==> config.mk <==
export PLATFORM = sky130hd
export DESIGN_NAME = clk_div_ctrl
export DESIGN_NICKNAME = d
export VERILOG_FILES = /design/src/rtl/clk_div_pkg.sv /design/src/rtl/clk_div_core.sv /design/src/rtl/clk_div_ctrl.sv
export SDC_FILE = /design/constraint.sdc
export NUM_CORES = 1
export LEC_CHECK = 0
export ABC_AREA = 0
export CORE_UTILIZATION = 30
export DETAILED_ROUTE_END_ITERATION = 8
export GPL_ROUTABILITY_DRIVEN = 0
export PLACE_DENSITY = 0.56
export SLEW_MARGIN = 20
export SYNTH_ARGS = -nofsm -noshare
export SYNTH_HDL_FRONTEND = slang
export SYNTH_SLANG_ARGS = --single-unit
export TNS_END_PERCENT = 1
==> constraint.sdc <==
create_clock -name clk -period 5.5 [get_ports clk]
set_clock_uncertainty 0.05 [all_clocks]
set_input_delay 1.1 -clock clk [delete_from_list [all_inputs] [get_ports clk]]
set_output_delay 1.1 -clock clk [all_outputs]
set_load 0.01 [all_outputs]
==> src/rtl/clk_div_pkg.sv <==
// Shared types and constants for the run-time programmable clock divider.
package clk_div_pkg;

   typedef enum logic [1:0] {
      STOP     = 2'd0,
      RUN      = 2'd1,
      STOPPING = 2'd2
   } state_t;

   localparam int unsigned MIN_DIV = 2;

   // Elaboration-time divisor; never below the smallest legal period.
   function automatic logic [31:0] def_div(input int unsigned clk_freq,
                                           input int unsigned out_freq);
      int unsigned d;
      d = (out_freq == 0) ? MIN_DIV : clk_freq / out_freq;
      if (d < MIN_DIV) d = MIN_DIV;
      return d;
   endfunction

endpackage

==> src/rtl/clk_div_core.sv <==
// Period counter and phase decode; outclock and tick come straight from flops.
module clk_div_core
   import clk_div_pkg::*;
#(
   parameter int              DIV_W   = 16,
   parameter logic [DIV_W-1:0] DEF_DIV = DIV_W'(8)
) (
   input  logic             clk,
   input  logic             aclr,
   input  logic             live,
   input  logic             run,
   input  logic             load,
   input  logic [DIV_W-1:0] load_div,
   output logic             outclock,
   output logic             tick
);

   function automatic logic [DIV_W-1:0] high_len(input logic [DIV_W-1:0] d);
      return d - (d >> 1);
   endfunction

   logic [DIV_W-1:0] cnt, div_q, half_q;
   logic [DIV_W-1:0] cnt_n, div_n, half_n;

   // Outputs are registered from next-state values so they cannot glitch.
   always_comb begin
      div_n  = load ? load_div : div_q;
      half_n = load ? high_len(load_div) : half_q;
      cnt_n  = '0;
      if (run && live && !tick) cnt_n = cnt + 1'b1;
   end

   always_ff @(posedge clk or negedge aclr) begin
      if (!aclr) begin
         cnt      <= '0;
         div_q    <= DEF_DIV;
         half_q   <= high_len(DEF_DIV);
         outclock <= 1'b0;
         tick     <= 1'b0;
      end else begin
         cnt      <= cnt_n;
         div_q    <= div_n;
         half_q   <= half_n;
         outclock <= run && (cnt_n < half_n);
         tick     <= run && (cnt_n == div_n - 1'b1);
      end
   end

endmodule

==> src/rtl/clk_div_ctrl.sv <==
// Start/stop sequencing and divisor handshake around the period counter.
module clk_div_ctrl
   import clk_div_pkg::*;
#(
   parameter int unsigned CLK_FREQ     = 2_000_000,
   parameter int unsigned DEF_OUT_FREQ = 250_000,
   parameter int          DIV_W        = 16
) (
   input  logic             clk,
   input  logic             aclr,
   input  logic             en,
   input  logic             div_req,
   input  logic [DIV_W-1:0] div_val,
   output logic             div_ack,
   output logic             div_err,
   output logic             busy,
   output logic             outclock,
   output logic             tick
);

   localparam logic [DIV_W-1:0] DEF_DIV = DIV_W'(def_div(CLK_FREQ, DEF_OUT_FREQ));
   localparam logic [DIV_W-1:0] MIN_D   = DIV_W'(MIN_DIV);

   state_t           state;
   logic [DIV_W-1:0] shadow;
   logic             live, run, load, accept;

   // tick marks the last cycle of a period, i.e. the only place a period may end.
   always_comb begin
      live   = (state != STOP);
      run    = live ? (en || !tick) : en;
      load   = busy && (tick || !live);
      accept = div_req && !busy && !div_ack;
   end

   always_ff @(posedge clk or negedge aclr) begin
      if (!aclr) begin
         state   <= STOP;
         shadow  <= '0;
         busy    <= 1'b0;
         div_ack <= 1'b0;
         div_err <= 1'b0;
      end else begin
         case (state)
            STOP:     if (en) state <= RUN;
            RUN:      if (!en) state <= tick ? STOP : STOPPING;
            STOPPING: if (en) state <= RUN;
                      else if (tick) state <= STOP;
            default:  state <= STOP;
         endcase
         div_ack <= accept;
         div_err <= accept && (div_val < MIN_D);
         if (accept && (div_val >= MIN_D)) begin
            shadow <= div_val;
            busy   <= 1'b1;
         end else if (load) begin
            busy   <= 1'b0;
         end
      end
   end

   clk_div_core #(
      .DIV_W   (DIV_W),
      .DEF_DIV (DEF_DIV)
   ) u_core (
      .clk      (clk),
      .aclr     (aclr),
      .live     (live),
      .run      (run),
      .load     (load),
      .load_div (shadow),
      .outclock (outclock),
      .tick     (tick)
   );

endmodule

==> run metrics <==
Final Hold Fails 0; Achievable Freq around 240 MHz; share of layout cells above drive strength 1 around a tenth; M3 GR Usage roughly 1.7%; FF/Latch Area ~0.0018 sq mm; DRT antenna net count 0; n_diodes 0; clock transition at the registers of the reported paths about 0.05 ns; Wirelength per Cell approximately 17 um; Post-Syn Instances between 400 and 500; Hold WC Path Type register to register; dpl cell area 0.005070 sq mm; synthesis-to-finish area growth 15.36%; largest net degree at the start of global routing a little over 70; CTS tree built; input/output buffers 24; ys async rst share 100.0%; critical path endpoint u_core.tick; initial core utilization a little under a third; Root Buffer clkbuf_16; Post-Synthesis Cell Area roughly 0.0046 sq mm; drt drc 0; busiest grt layer met2; syn_nets 549; Max Cap Viol 0; nets 575; Vias/cell about 5.4; kind of critical path register to register; final WL between 10000 and 15000 um; Die Span Y 126.1 um; First-pass DRT Iterations 4; Hold Buf Count CTS 0; Crit Path Max Fanout 16; Die Span X roughly 130 um; Site Rows 44; hold_ws 0.4177 ns; HPWL Detailed 8848 um; worst r2r src busy; vias in the first global route between 3000 and 4000; P_leak roughly 2.4 nW; setup TNS 0 ns; Post-synth EDFFs 0; Sink Count about 70; CP startpoint busy; outcome finished, final reports clean; sequential area share after synthesis between 30% and 40%; Avg Inst Size Synth slightly above 9 sq um; Critical Path RT 5.72 ns; YS warnings 0; antenna violations before repair 0; Main synth FF type dfrtp_1; r2r worst-path depth 11; # resized after CTS 0; routing usage on met2 about a quarter; final setup vio count 0; Worst setup EP type register; cts bufs inserted 9; clk_lat worst skew ~0.34 ns; Final Cell Area between 0.005 and 0.006 sq mm; Synth cell types 69; Synth Register Bits a little over 70; gr usage total 15.52%; final cycle utilization of the critical path about three quarters; CTS Buffer Depth 2; met1 GRT Util around a fifth; Slew Limit Headroom between 40% and 50%; Critical Path Start Type register; RSZ-0062 raised after global routing false; post-CTS setup repair buffer count 0; DR vias roughly 3800; CP arrival about 4.4 ns; Tmin final between 4 and 5 ns; global route total overflow 0; Power per Cell Area ~610 mW/mm^2; multi-input logic area 0.002624 sq mm; htree depth 3; min-delay src div_ack; worst reg-to-reg setup slack about 1.4 ns; worst ir drop on vdd between 0.2 and 0.25 mV; Final Max Slew Viols 0; first-pass GRT wire length between 15000 and 20000 um; core outline area around 0.015 sq mm; number of fill cells around 1500; Worst-Margin Slew 0.8928 ns; I/O pin count 25; detailed router's first-iteration violation count 246; Die ar. 0.01590 sq mm; RR Endpoint u_core.tick
cell families after synthesis:
group                    synth area share, %
buffers and inverters                  4.821
multiplexers                           7.638
flip-flops                             38.52
AND/OR/NAND/NOR                        18.39
XOR/XNOR                               7.448
adder cells (fa/ha/maj)                9.101
AO/OA/AOI/OAI                          14.08
where the power goes:
part | switching (mW) | total [mW] | internal [mW] | leakage [nW]
logic | 1.02 | 1.80 | 0.776 | 1.39
registers | 0.183 | 0.904 | 0.722 | 0.881
clock network | 0.218 | 0.533 | 0.315 | 0.127
Yosys cell counts, drive strengths merged, types with 4 or more instances:
| cell | n | share of area, % |
|---|---|---|
| a21oi | 24 | 2.7 |
| and4 | 4 | 0.81 |
| buf | 4 | 0.35 |
| clkbuf | 8 | 0.65 |
| dfrtp | 69 | 37 |
| ha | 32 | 8.7 |
| inv | 46 | 3.7 |
| mux2 | 18 | 4.4 |
| mux2i | 15 | 3.3 |
| nand2 | 45 | 3.7 |
| nand3 | 19 | 2.3 |
| nand4 | 11 | 1.5 |
| nor2 | 39 | 3.2 |
| nor3 | 21 | 2.3 |
| nor4 | 4 | 0.54 |
| o2111ai | 4 | 0.76 |
| o21a | 4 | 0.65 |
| o21ai | 24 | 2.8 |
| or3 | 6 | 0.84 |
| xnor2 | 22 | 4.2 |
| xor2 | 12 | 2.3 |
layout by cell type (no fill, tap or decap), types with 5 or more instances in the layout:
| cell type | instances |
|---|---|
| nor3_1 | 21 |
| o21ai_0 | 21 |
| nand2_1 | 45 |
| inv_1 | 45 |
| clkdlybuf4s50_1 | 23 |
| or3_1 | 5 |
| a21oi_1 | 23 |
| dfrtp_1 | 69 |
| mux2_2 | 18 |
| nand4_1 | 11 |
| xor2_1 | 12 |
| xnor2_1 | 22 |
| nand3_1 | 18 |
| mux2i_1 | 15 |
| nor2_1 | 38 |
| ha_1 | 32 |
| clkbuf_16 | 9 |
worst min path at each step:
stage / to / cells after the start / slack [ns]
global placement: state[1] / 1 / 0.39
detailed placement: div_err / 1 / 0.41
finish: div_err / 1 / 0.42
CTS: div_err / 1 / 0.42
global route: div_err / 1 / 0.44
floorplan: u_core.half_q[15] / 2 / 0.38
routing by layer:
metal / wire [um] / share of wire, % / vias to the layer above
met4: 327 / 2.8 / 0
li1: - / - / 1832
met2: 5277 / 45 / 99
met5: 0 / 0 / -
met3: 419 / 3.6 / 24
met1: 5751 / 49 / 1844
flip-flops by register name, indices dropped and copies added (netlist names):
name	flops
state	2
u_core.div_q	16
u_core.half_q	16
div_err	1
shadow	16
busy	1
u_core.cnt	16
u_core.tick	1
u_core.outclock	1
div_ack	1
critical path, stage by stage (launching register included):
cell and delay, ns:
dfrtp_1 0.70, clkinv_1 0.43, nor2_2 0.23, mux2i_1 0.28, ha_1 0.24, inv_1 0.07
a2111o_1 0.37, a221oi_1 0.56, inv_2 0.09, or4_4 0.55, a2111oi_2 0.28, and4_1 0.22
area by class of cell:
type / count / share of cell area (%)
clock buffers: 14 / 4.766
flip-flops and latches: 71 / 33.39
inverters: 47 / 3.311
repair buffers: 27 / 4.884
clock inverters: 1 / 0.09392
multi-input cells: 366 / 49.24
well taps: 184 / 4.320
through the flow:
stage	util (%)	worst slack, ns	cells	power, mW
finish	36.12	1.352	710	3.236
global route	36.12	1.013	710	3.489
floorplan	-	1.272	496	2.233
global placement	34.36	1.556	695	2.642
CTS	36.12	1.430	710	3.234
detailed placement	34.36	1.450	695	2.689
(Power assumes the default switching activity.)
